**src/rtl/argmax_classifier_pkg.sv**
```systemverilog
// argmax_classifier_pkg: shared constants and FSM state type for the argmax classifier slice.
package argmax_classifier_pkg;
  localparam int SCORE_W_DEF = 16;
  localparam int CLS_NOISE   = 0;
  localparam int CLS_SPEECH  = 1;
  typedef enum logic [1:0] {IDLE, ACC, EMIT} state_t;
endpackage

```
**src/rtl/argmax_classifier_if.sv**
```systemverilog
// argmax_classifier_if: score-beat stream in, registered class decision out.
interface argmax_classifier_if
  import argmax_classifier_pkg::*;
#(
  parameter int SCORE_W = SCORE_W_DEF,
  parameter int IDX_W   = 2
);
  logic                      force_en;
  logic                      in_valid;
  logic                      in_ready;
  logic signed [SCORE_W-1:0] in_score;
  logic                      in_last;
  logic                      out_valid;
  logic [IDX_W-1:0]          out_class;
  logic signed [SCORE_W-1:0] out_score;
  logic                      out_err;
  modport master (
    output force_en, in_valid, in_score, in_last,
    input  in_ready, out_valid, out_class, out_score, out_err
  );
  modport slave (
    input  force_en, in_valid, in_score, in_last,
    output in_ready, out_valid, out_class, out_score, out_err
  );
endinterface

```
**src/rtl/argmax_classifier_hangover.sv**
```systemverilog
// argmax_classifier_hangover: holds the last nonzero class over up to HANG_FRAMES noise decisions.
module argmax_classifier_hangover
  import argmax_classifier_pkg::*;
#(
  parameter int IDX_W       = 2,
  parameter int HANG_FRAMES = 4
) (
  input  logic             clk,
  input  logic             rst_n,
  input  logic             en,
  input  logic             err,
  input  logic [IDX_W-1:0] raw,
  output logic [IDX_W-1:0] cls
);
  localparam int CW = $clog2(HANG_FRAMES + 1) + 1;
  logic [CW-1:0]    hcnt;
  logic [IDX_W-1:0] last_cls;
  logic             noise;
  always_comb begin
    noise = raw == IDX_W'(CLS_NOISE);
    cls   = (!err && noise && hcnt != '0) ? last_cls : raw;
  end
  // errored frames are transparent: they neither reload nor consume the hold
  always_ff @(posedge clk) begin
    if (!rst_n) begin
      hcnt     <= '0;
      last_cls <= '0;
    end else if (en && !err) begin
      if (!noise) begin
        hcnt     <= CW'(HANG_FRAMES);
        last_cls <= raw;
      end else if (hcnt != '0) begin
        hcnt <= hcnt - 1'b1;
      end
    end
  end
endmodule

```
**src/rtl/argmax_classifier.sv**
```systemverilog
// argmax_classifier: streaming N-way signed argmax with force override and length-error flag.
// Optional speech hangover is enabled by defining VAD_HANGOVER_EN.
module argmax_classifier
  import argmax_classifier_pkg::*;
#(
  parameter int N_CLASS     = 2,
  parameter int SCORE_W     = SCORE_W_DEF,
  parameter int IDX_W       = $clog2(N_CLASS) + 1,
  parameter int HANG_FRAMES = 4
) (
  input logic clk,
  input logic rst_n,
  argmax_classifier_if.slave bus
);
  localparam logic [IDX_W-1:0] LAST_IDX = IDX_W'(N_CLASS - 1);
  state_t                    state, state_nx;
  logic [IDX_W-1:0]          cnt, best_idx, win_idx, dec_class, fin_class;
  logic signed [SCORE_W-1:0] score, best_score, win_score;
  logic                      accept, at_end, upd, err, done;
  assign bus.in_ready = state != EMIT;
  // strict compare keeps the lower index on ties; IDLE means first beat of a frame
  always_comb begin
    score     = bus.in_score;
    accept    = bus.in_valid && state != EMIT;
    at_end    = bus.in_last || cnt == LAST_IDX;
    done      = accept && at_end;
    upd       = state == IDLE || score > best_score;
    win_idx   = upd ? cnt : best_idx;
    win_score = upd ? score : best_score;
    err       = !(bus.in_last && cnt == LAST_IDX);
    dec_class = bus.force_en ? LAST_IDX : win_idx;
    state_nx  = state == EMIT ? IDLE : !accept ? state : at_end ? EMIT : ACC;
  end
`ifdef VAD_HANGOVER_EN
  argmax_classifier_hangover #(
    .IDX_W      (IDX_W),
    .HANG_FRAMES(HANG_FRAMES)
  ) u_hang (
    .clk  (clk),
    .rst_n(rst_n),
    .en   (done),
    .err  (err),
    .raw  (dec_class),
    .cls  (fin_class)
  );
`else
  logic unused_hang;
  assign unused_hang = ^HANG_FRAMES;
  assign fin_class   = dec_class;
`endif
  always_ff @(posedge clk) begin
    if (!rst_n) begin
      state         <= IDLE;
      cnt           <= '0;
      best_idx      <= '0;
      best_score    <= '0;
      bus.out_valid <= 1'b0;
      bus.out_class <= '0;
      bus.out_score <= '0;
      bus.out_err   <= 1'b0;
    end else begin
      state         <= state_nx;
      bus.out_valid <= done;
      if (accept) begin
        cnt        <= at_end ? '0 : cnt + 1'b1;
        best_idx   <= win_idx;
        best_score <= win_score;
      end
      if (done) begin
        bus.out_class <= fin_class;
        bus.out_score <= win_score;
        bus.out_err   <= err;
      end
    end
  end
endmodule
```
**src/flat_wrapper.sv**
```systemverilog
// flat-port wrapper written by rule: the top's interface ports become plain ports
module argmax_classifier_flat import argmax_classifier_pkg::*;
#(
  parameter int N_CLASS     = 2,
  parameter int SCORE_W     = SCORE_W_DEF,
  parameter int IDX_W       = $clog2(N_CLASS) + 1,
  parameter int HANG_FRAMES = 4
)
  (clk, rst_n, bus_force_en, bus_in_valid, bus_in_score, bus_in_last, bus_in_ready, bus_out_valid, bus_out_class, bus_out_score, bus_out_err);
  argmax_classifier_if #(.SCORE_W(SCORE_W), .IDX_W(IDX_W)) bus_i ();
  input logic clk;
  input logic rst_n;
  input wire logic [$bits(bus_i.force_en)-1:0] bus_force_en;
  input wire logic [$bits(bus_i.in_valid)-1:0] bus_in_valid;
  input wire logic [$bits(bus_i.in_score)-1:0] bus_in_score;
  input wire logic [$bits(bus_i.in_last)-1:0] bus_in_last;
  output wire logic [$bits(bus_i.in_ready)-1:0] bus_in_ready;
  output wire logic [$bits(bus_i.out_valid)-1:0] bus_out_valid;
  output wire logic [$bits(bus_i.out_class)-1:0] bus_out_class;
  output wire logic [$bits(bus_i.out_score)-1:0] bus_out_score;
  output wire logic [$bits(bus_i.out_err)-1:0] bus_out_err;
  assign bus_i.force_en = bus_force_en;
  assign bus_i.in_valid = bus_in_valid;
  assign bus_i.in_score = bus_in_score;
  assign bus_i.in_last = bus_in_last;
  assign bus_in_ready = bus_i.in_ready;
  assign bus_out_valid = bus_i.out_valid;
  assign bus_out_class = bus_i.out_class;
  assign bus_out_score = bus_i.out_score;
  assign bus_out_err = bus_i.out_err;
  argmax_classifier #(.N_CLASS(N_CLASS), .SCORE_W(SCORE_W), .IDX_W(IDX_W), .HANG_FRAMES(HANG_FRAMES)) u_core (.clk(clk), .rst_n(rst_n), .bus(bus_i));
endmodule
```
**config.mk**
```make
export PLATFORM = sky130hd
export DESIGN_NAME = argmax_classifier_flat
export DESIGN_NICKNAME = d
export VERILOG_FILES = /design/src/rtl/argmax_classifier_pkg.sv /design/src/rtl/argmax_classifier_if.sv /design/src/rtl/argmax_classifier_hangover.sv /design/src/rtl/argmax_classifier.sv /design/src/flat_wrapper.sv
export SDC_FILE = /design/constraint.sdc
export NUM_CORES = 1
export LEC_CHECK = 0
export BUFFER_PORTS_ARGS = -buffer_cell sky130_fd_sc_hd__buf_2
export CAP_MARGIN = 20
export CORE_ASPECT_RATIO = 1.2
export CORE_UTILIZATION = 44
export DETAILED_ROUTE_END_ITERATION = 7
export PLACE_DENSITY = 0.66
export SLEW_MARGIN = 30
export SYNTH_ARGS = -nofsm -noshare
export SYNTH_HDL_FRONTEND = slang
export SYNTH_SLANG_ARGS = --single-unit
```
**constraint.sdc**
```tcl
create_clock -name clk -period 2.8 [get_ports clk]
set_clock_uncertainty 0.1 [all_clocks]
set_input_delay 0.28 -clock clk [delete_from_list [all_inputs] [get_ports clk]]
set_output_delay 0.28 -clock clk [all_outputs]
set_load 0.01 [all_outputs]
```
== Word-level counts from Yosys, hierarchy flattened ==
Cells that the tools add are included.

* Bitwise logic cells: 1
* Equal/unequal tests: 3
* Reduce and logical (&&, ||, !) cells: 8
* $lt $le $gt $ge: 1
* Add/sub/neg operators: 1
* Muxes and demuxes: 5

{| class="wikitable"
|+ Operator list
! operator !! count
|-
| greater-than comparator 16 bit || 1
|-
| 2-to-1 mux 16 bit || 1
|-
| 2-to-1 mux 2 bit || 4
|-
| logical AND 1 bit || 3
|-
| adder 2 x 1 -> 2 bit (second input constant) || 1
|-
| equality test 2 x 1 -> 1 bit (second input constant) || 1
|-
| equality test 2 bit (second input constant) || 1
|-
| zero test 2 bit || 1
|-
| logical OR 1 bit || 2
|-
| != test 2 bit (second input constant) || 1
|-
| OR reduction 2 bit || 1
|-
| zero test 1 bit || 1
|-
| NOT 1 bit || 1
|}

* Bits of input ports: 21
* Logic and storage cells: 27
* Register bits after elaboration: 42
* Output and inout bits: 21

== Longest topological paths before layout ==
* Depth after elaboration: 4
* Mapped depth: 11
* Gate-level depth less buffers: 8

== Least setup slack after synthesis ==
OpenSTA, ideal clock, no wires.

* Path kind: reg-to-reg
* Start: register u_core.best_score[14]
* End: register u_core.best_score[15]
* Path buffers: 3
* Library setup time: 0.072 ns
* Slack: 0.563 ns
* Data arrival time: 2.066 ns
* Data required time: 2.628 ns
* Period minus slack after synthesis: 2.237 ns
* Cell stages (with the launch flop): 12
* Path through: dfxtp_1 -> inv_1 -> ha_1 -> nand4_1 -> nor3_2 -> a41o_2 -> o22a_1 -> buf_4 -> a21oi_2 -> buf_6 -> buf_6 -> mux2i_1

* Word-level cells in the longest chain between the ends: 3

{| class="wikitable"
|+ RTL lines
! element !! RTL line !! RTL
|-
| start: declaration || argmax_classifier.sv:18 || <nowiki>logic signed [SCORE_W-1:0] score, best_score, win_score;</nowiki>
|-
| start signal: assignment || argmax_classifier.sv:67 || <nowiki>best_score <= win_score;</nowiki>
|-
| greater-than comparator 16 bit || argmax_classifier.sv:27 || <nowiki>upd = state == IDLE || score > best_score;</nowiki>
|-
| logical OR 1 bit || argmax_classifier.sv:27 ||
|-
| 2-to-1 mux 16 bit || argmax_classifier.sv:29 || <nowiki>win_score = upd ? score : best_score;</nowiki>
|}

Every way passes these cells.
A chain may end at the register's enable or synchronous reset.

== Worst setup path after layout ==
* Start: register u_core.best_score[7]
* End: register u_core.bus.out_class[0]

* Word-level cells in the longest chain between the ends: 4

{| class="wikitable"
|+ RTL lines
! element !! RTL line !! RTL
|-
| greater-than comparator 16 bit || argmax_classifier.sv:27 ||
|-
| logical OR 1 bit || argmax_classifier.sv:27 ||
|-
| 2-to-1 mux 2 bit || argmax_classifier.sv:28 || <nowiki>win_idx = upd ? cnt : best_idx;</nowiki>
|-
| 2-to-1 mux 2 bit || argmax_classifier.sv:31 || <nowiki>dec_class = bus.force_en ? LAST_IDX : win_idx;</nowiki>
|-
| end signal: assignment || argmax_classifier.sv:70 || <nowiki>bus.out_class <= fin_class;</nowiki>
|-
| end: declaration || argmax_classifier_if.sv:23 || <nowiki>output in_ready, out_valid, out_class, out_score, out_err</nowiki>
|}

Every way passes these cells.

==> reports/results.md <==
| Quantity | This run | Unit |
| --- | --- | --- |
| Run status | finished clean | - |
| Syn Std Cell Area | 2240 | um2 |
| Total Die Area | 5390 | um2 |
| Worst flop-to-flop path startpoint | u_core.best_score[7]$_SDFFE_PN0P_ | - |
| Number of nets with antenna violations after routing | 0 | - |
| Max Cap Violations | 0 | - |
| Placed Cells | 367 | - |
| Die outline width | 67.2 | um |
| Power Dens Cells | 535 | nW/um2 |
| Max stage delay cell, worst path | sky130_fd_sc_hd__o22ai_1 | - |
| Height of the die | 80.2 | um |
| Fill cell total of the finished layout | 484 | - |
| Peak supply drop | 274 | uV |
| Worst slew margin | 41.4 | % |
| Type of origin of the critical path | flop | - |
| Largest fanout of any net on the critical path | 11 | - |
| TNS Setup | 0 | ps |
| Static leakage | 0.00109 | uW |
| Routing usage on met2 | 31.6 | % |
| Path class of the lowest-slack min-delay path | input port to flop | - |
| Clock Latency Late Sink | 290 | ps |
| Hpwl dp | 3.50 | mm |
| Layer carrying the most global-route usage | met2 | - |
| Post-synth net total | 311 | - |
| Register clock-pin slew on the reported worst setup and hold paths | 80 | ps |
| Antenna cell count | 0 | - |
| Leftover overflow at the end of global routing | 0 | - |
| Worst Hold Endpoint | u_core.best_score[1]$_SDFFE_PN0P_ | - |
| CTS tree | yes | - |
| Number of cells on the worst hold path | 3 | - |
| Initial DRT Pass Iterations | 4 | - |
| Post-synthesis sequential element count | 42 | - |
| Signal arrival time at the worst endpoint | 2660 | ps |
| Cells on worst reg2reg path | 9 | - |
| Mapped Avg Cell Area | 8.21 | um2 |
| Vias in the first global route | 1,840 | - |
| FMAX | 394 | MHz |
| # setup viols final | 0 | - |
| Number of buffer cells added on primary ports | 41 | - |
| Number of pins with negative max-slew slack in the final report | 0 | - |
| First-pass GRT wire length | 8.23 | mm |
| Residual DRC count | 0 | - |
| Delay of the slowest critical-path stage | 560 | ps |
| Flop-to-flop setup slack | 260 | ps |
| Crit path capture type | flop | - |
| Core Region | 4900 | um2 |
| Mean number of vias per cell | 5.30 | - |
| Routed length per instance | 13.0 | um |
| Count of routing violations after the opening detailed-route iteration | 100 | - |
| Count of unique library cells instantiated by Yosys | 35 | - |
| Seq/Total Area, Yosys | 37.5 | % |
| Ys Warns | 0 | - |
| Met1 Resource Use GR | 26.0 | % |
| Tmin final | 2540 | ps |
| Critical Path, Cell by Cell | inv_1 > ha_1 > nand4_1 > nor2_1 > a41o_2 > o22ai_1 > buf_4 > o21ai_0 > a31oi_1 | - |
| Reg2reg end | u_core.bus.out_class[0]$_SDFFE_PN0P_ | - |
| Number of antenna violations at the first check in global routing | 0 | - |
| Actual transition at the worst max-transition pin | 879 | ps |
| Synthesized instance count | 273 | - |
| Effective utilization at floorplan | 45.7 | % |
| Area growth syn-to-layout | 15.8 | % |
| Post-Layout Cell Count | 374 | - |
| CTS hold repair buffers | 0 | - |
| Routed via count | 1,983 | - |
| Cts bufs inserted | 5 | - |
| Grt met3 use | 4.26 | % |
| Hold Path Origin | bus_in_score[1] | - |
| Maximum clock insertion buffer count | 2 | - |
| RSZ-0062 raised after global routing | false | - |
| # clock sinks | 42 | - |
| Final hold viol count | 0 | - |
| Detailed-route wire length | 4.86 | mm |
| Number of top-level design ports | 42 | - |
| Final-stage net count | 352 | - |
| Maximum number of pins on one net before global-route repair | 58 | - |
| Floorplan row count | 28 | - |
| Placer congestion estimate | 0.809 | - |
| Part of the cycle the worst path needs | 90.7 | % |
| Setup Crit Path Kind | flop to flop | - |
| Global routing usage summed across all routing layers | 19.8 | % |
| WP data required | 2920 | ps |
| Root Buffer | sky130_fd_sc_hd__clkbuf_8 | - |
| H-tree lvl count | 2 | - |
| Share of cells above drive strength 1 | 20.7 | % |
worst max-delay path, delay by kind of cell (launching register included):
family / cells / cell delay [ps]
compound gates: 4 / 1150
flops: 1 / 360
buf+inv: 2 / 350
fa+ha+maj: 1 / 300
simple gates: 2 / 210
cells by family after synthesis:
group / count (synthesis) / share of synthesized area (%)
flip-flops: 42 / 37.5
buffers and inverters: 38 / 7.37
multiplexers: 18 / 8.04
AO/OA/AOI/OAI: 77 / 21.4
adder cells (fa/ha/maj): 17 / 9.49
AND/OR/NAND/NOR: 81 / 16.2
per-layer routing:
metal  vias to the layer above  part of all wire, %
li1                       1042                    -
met1                       908                   47
met2                        28                   48
met3                         5                  3.3
met4                         0                  1.1
met5                         -                    0
report_power, final:
| group | switching (uW) | leakage (uW) | internal [uW] |
|---|---|---|---|
| combinational | 208 | 0.000711 | 141 |
| sequential | 29.3 | 0.000345 | 645 |
| clock | 193 | 0.0000383 | 172 |
placed cells by master (no fill, tap or decap), types with 2 or more instances in the layout:
cell / Yosys / final
sky130_fd_sc_hd__nand4_1: 2 / 2
sky130_fd_sc_hd__clkbuf_8: 0 / 5
sky130_fd_sc_hd__nor2_1: 5 / 4
sky130_fd_sc_hd__inv_1: 21 / 21
sky130_fd_sc_hd__dfxtp_1: 42 / 42
sky130_fd_sc_hd__buf_2: 3 / 41
sky130_fd_sc_hd__clkbuf_1: 11 / 2
sky130_fd_sc_hd__o21ai_0: 23 / 23
sky130_fd_sc_hd__o21ai_1: 15 / 15
sky130_fd_sc_hd__nor4_1: 2 / 2
sky130_fd_sc_hd__a31oi_1: 17 / 17
sky130_fd_sc_hd__ha_1: 17 / 17
sky130_fd_sc_hd__nand2b_1: 2 / 2
sky130_fd_sc_hd__nor2b_1: 2 / 2
sky130_fd_sc_hd__nand3_1: 20 / 20
sky130_fd_sc_hd__mux2i_1: 18 / 18
sky130_fd_sc_hd__a21oi_1: 10 / 10
sky130_fd_sc_hd__buf_4: 1 / 10
sky130_fd_sc_hd__nand2_1: 44 / 44
worst max-delay path by stage:
stage	from	end	slack (ps)	cells after the start
2_1_floorplan	u_core.best_score[14]$_SDFFE_PN0P_	u_core.best_score[15]$_SDFFE_PN0P_	560	11
3_3_place_gp	bus_in_score[14]	u_core.bus.out_score[8]$_SDFFE_PN0P_	280	9
3_5_place_dp	bus_in_score[7]	u_core.bus.out_score[5]$_SDFFE_PN0P_	220	9
4_1_cts	u_core.best_score[7]$_SDFFE_PN0P_	u_core.bus.out_score[5]$_SDFFE_PN0P_	230	9
5_1_grt	u_core.best_score[7]$_SDFFE_PN0P_	u_core.bus.out_class[1]$_SDFFE_PN0P_	80	9
6_report	u_core.best_score[7]$_SDFFE_PN0P_	u_core.bus.out_class[0]$_SDFFE_PN0P_	260	9
registers in the layout, summed over array words and instances (netlist names):
| signal | cells |
|---|---|
| u_core.best_idx | 2 |
| u_core.best_score | 16 |
| u_core.bus.out_err | 1 |
| u_core.state | 2 |
| u_core.cnt | 2 |
| u_core.bus.out_score | 16 |
| u_core.bus.out_valid | 1 |
| u_core.bus.out_class | 2 |
repair_timing:
item | 4_1_cts | 5_1_grt
setup buffers | 0 | 0
endpoints found under the setup margin | 0 | 6
resized for setup | 0 | 1
cell usage after synthesis (all sizes together):
cell,number,area [um2]
nor2b,2,12.5
o221ai,1,8.76
ha,17,213
buf,6,45.0
o211ai,1,7.51
nor3,1,10.0
a31oi,17,106
o21ai,38,190
nand2,44,165
nor2,5,18.8
clkbuf,11,41.3
o22ai,1,6.26
a21oi,11,58.8
inv,21,78.8
nor4,2,12.5
dfxtp,42,841
a2bb2oi,1,26.3
nand4,2,12.5
and3,1,6.26
o22a,1,8.76
or2,1,6.26
o2bb2ai,1,8.76
a211oi,2,27.5
o221a,1,11.3
a41o,1,11.3
and2,1,6.26
nand3,20,100
mux2i,18,180
o2111ai,1,8.76
nand2b,2,12.5
stage by stage:
| stage | power [uW] | hold WS, ps | setup slack (ps) | utilization, % | instance area [um2] |
|---|---|---|---|---|---|
| 4_1_cts | 1400 | 151 | 228 | 52.8 | 2590 |
| 5_1_grt | 1470 | 158 | 80.3 | 52.9 | 2600 |
| 3_5_place_dp | 1030 | 349 | 217 | 51.2 | 2510 |
| 3_3_place_gp | 1030 | 343 | 281 | 51.2 | 2510 |
| 6_report | 1390 | 156 | 261 | 52.9 | 2600 |
| 2_1_floorplan | 929 | 322 | 563 | - | 2240 |
area by class of cell:
type                       instances  area [um2]  area share (%)
timing repair buffer              51         280            10.8
clock buffer                       7        76.3            2.94
tap                               60        75.1            2.89
sequential                        42         841            32.4
inverter                          21        78.8            3.04
multi-input combinational        193        1240            48.0
Note: power is estimated with default switching activity, not from simulation.
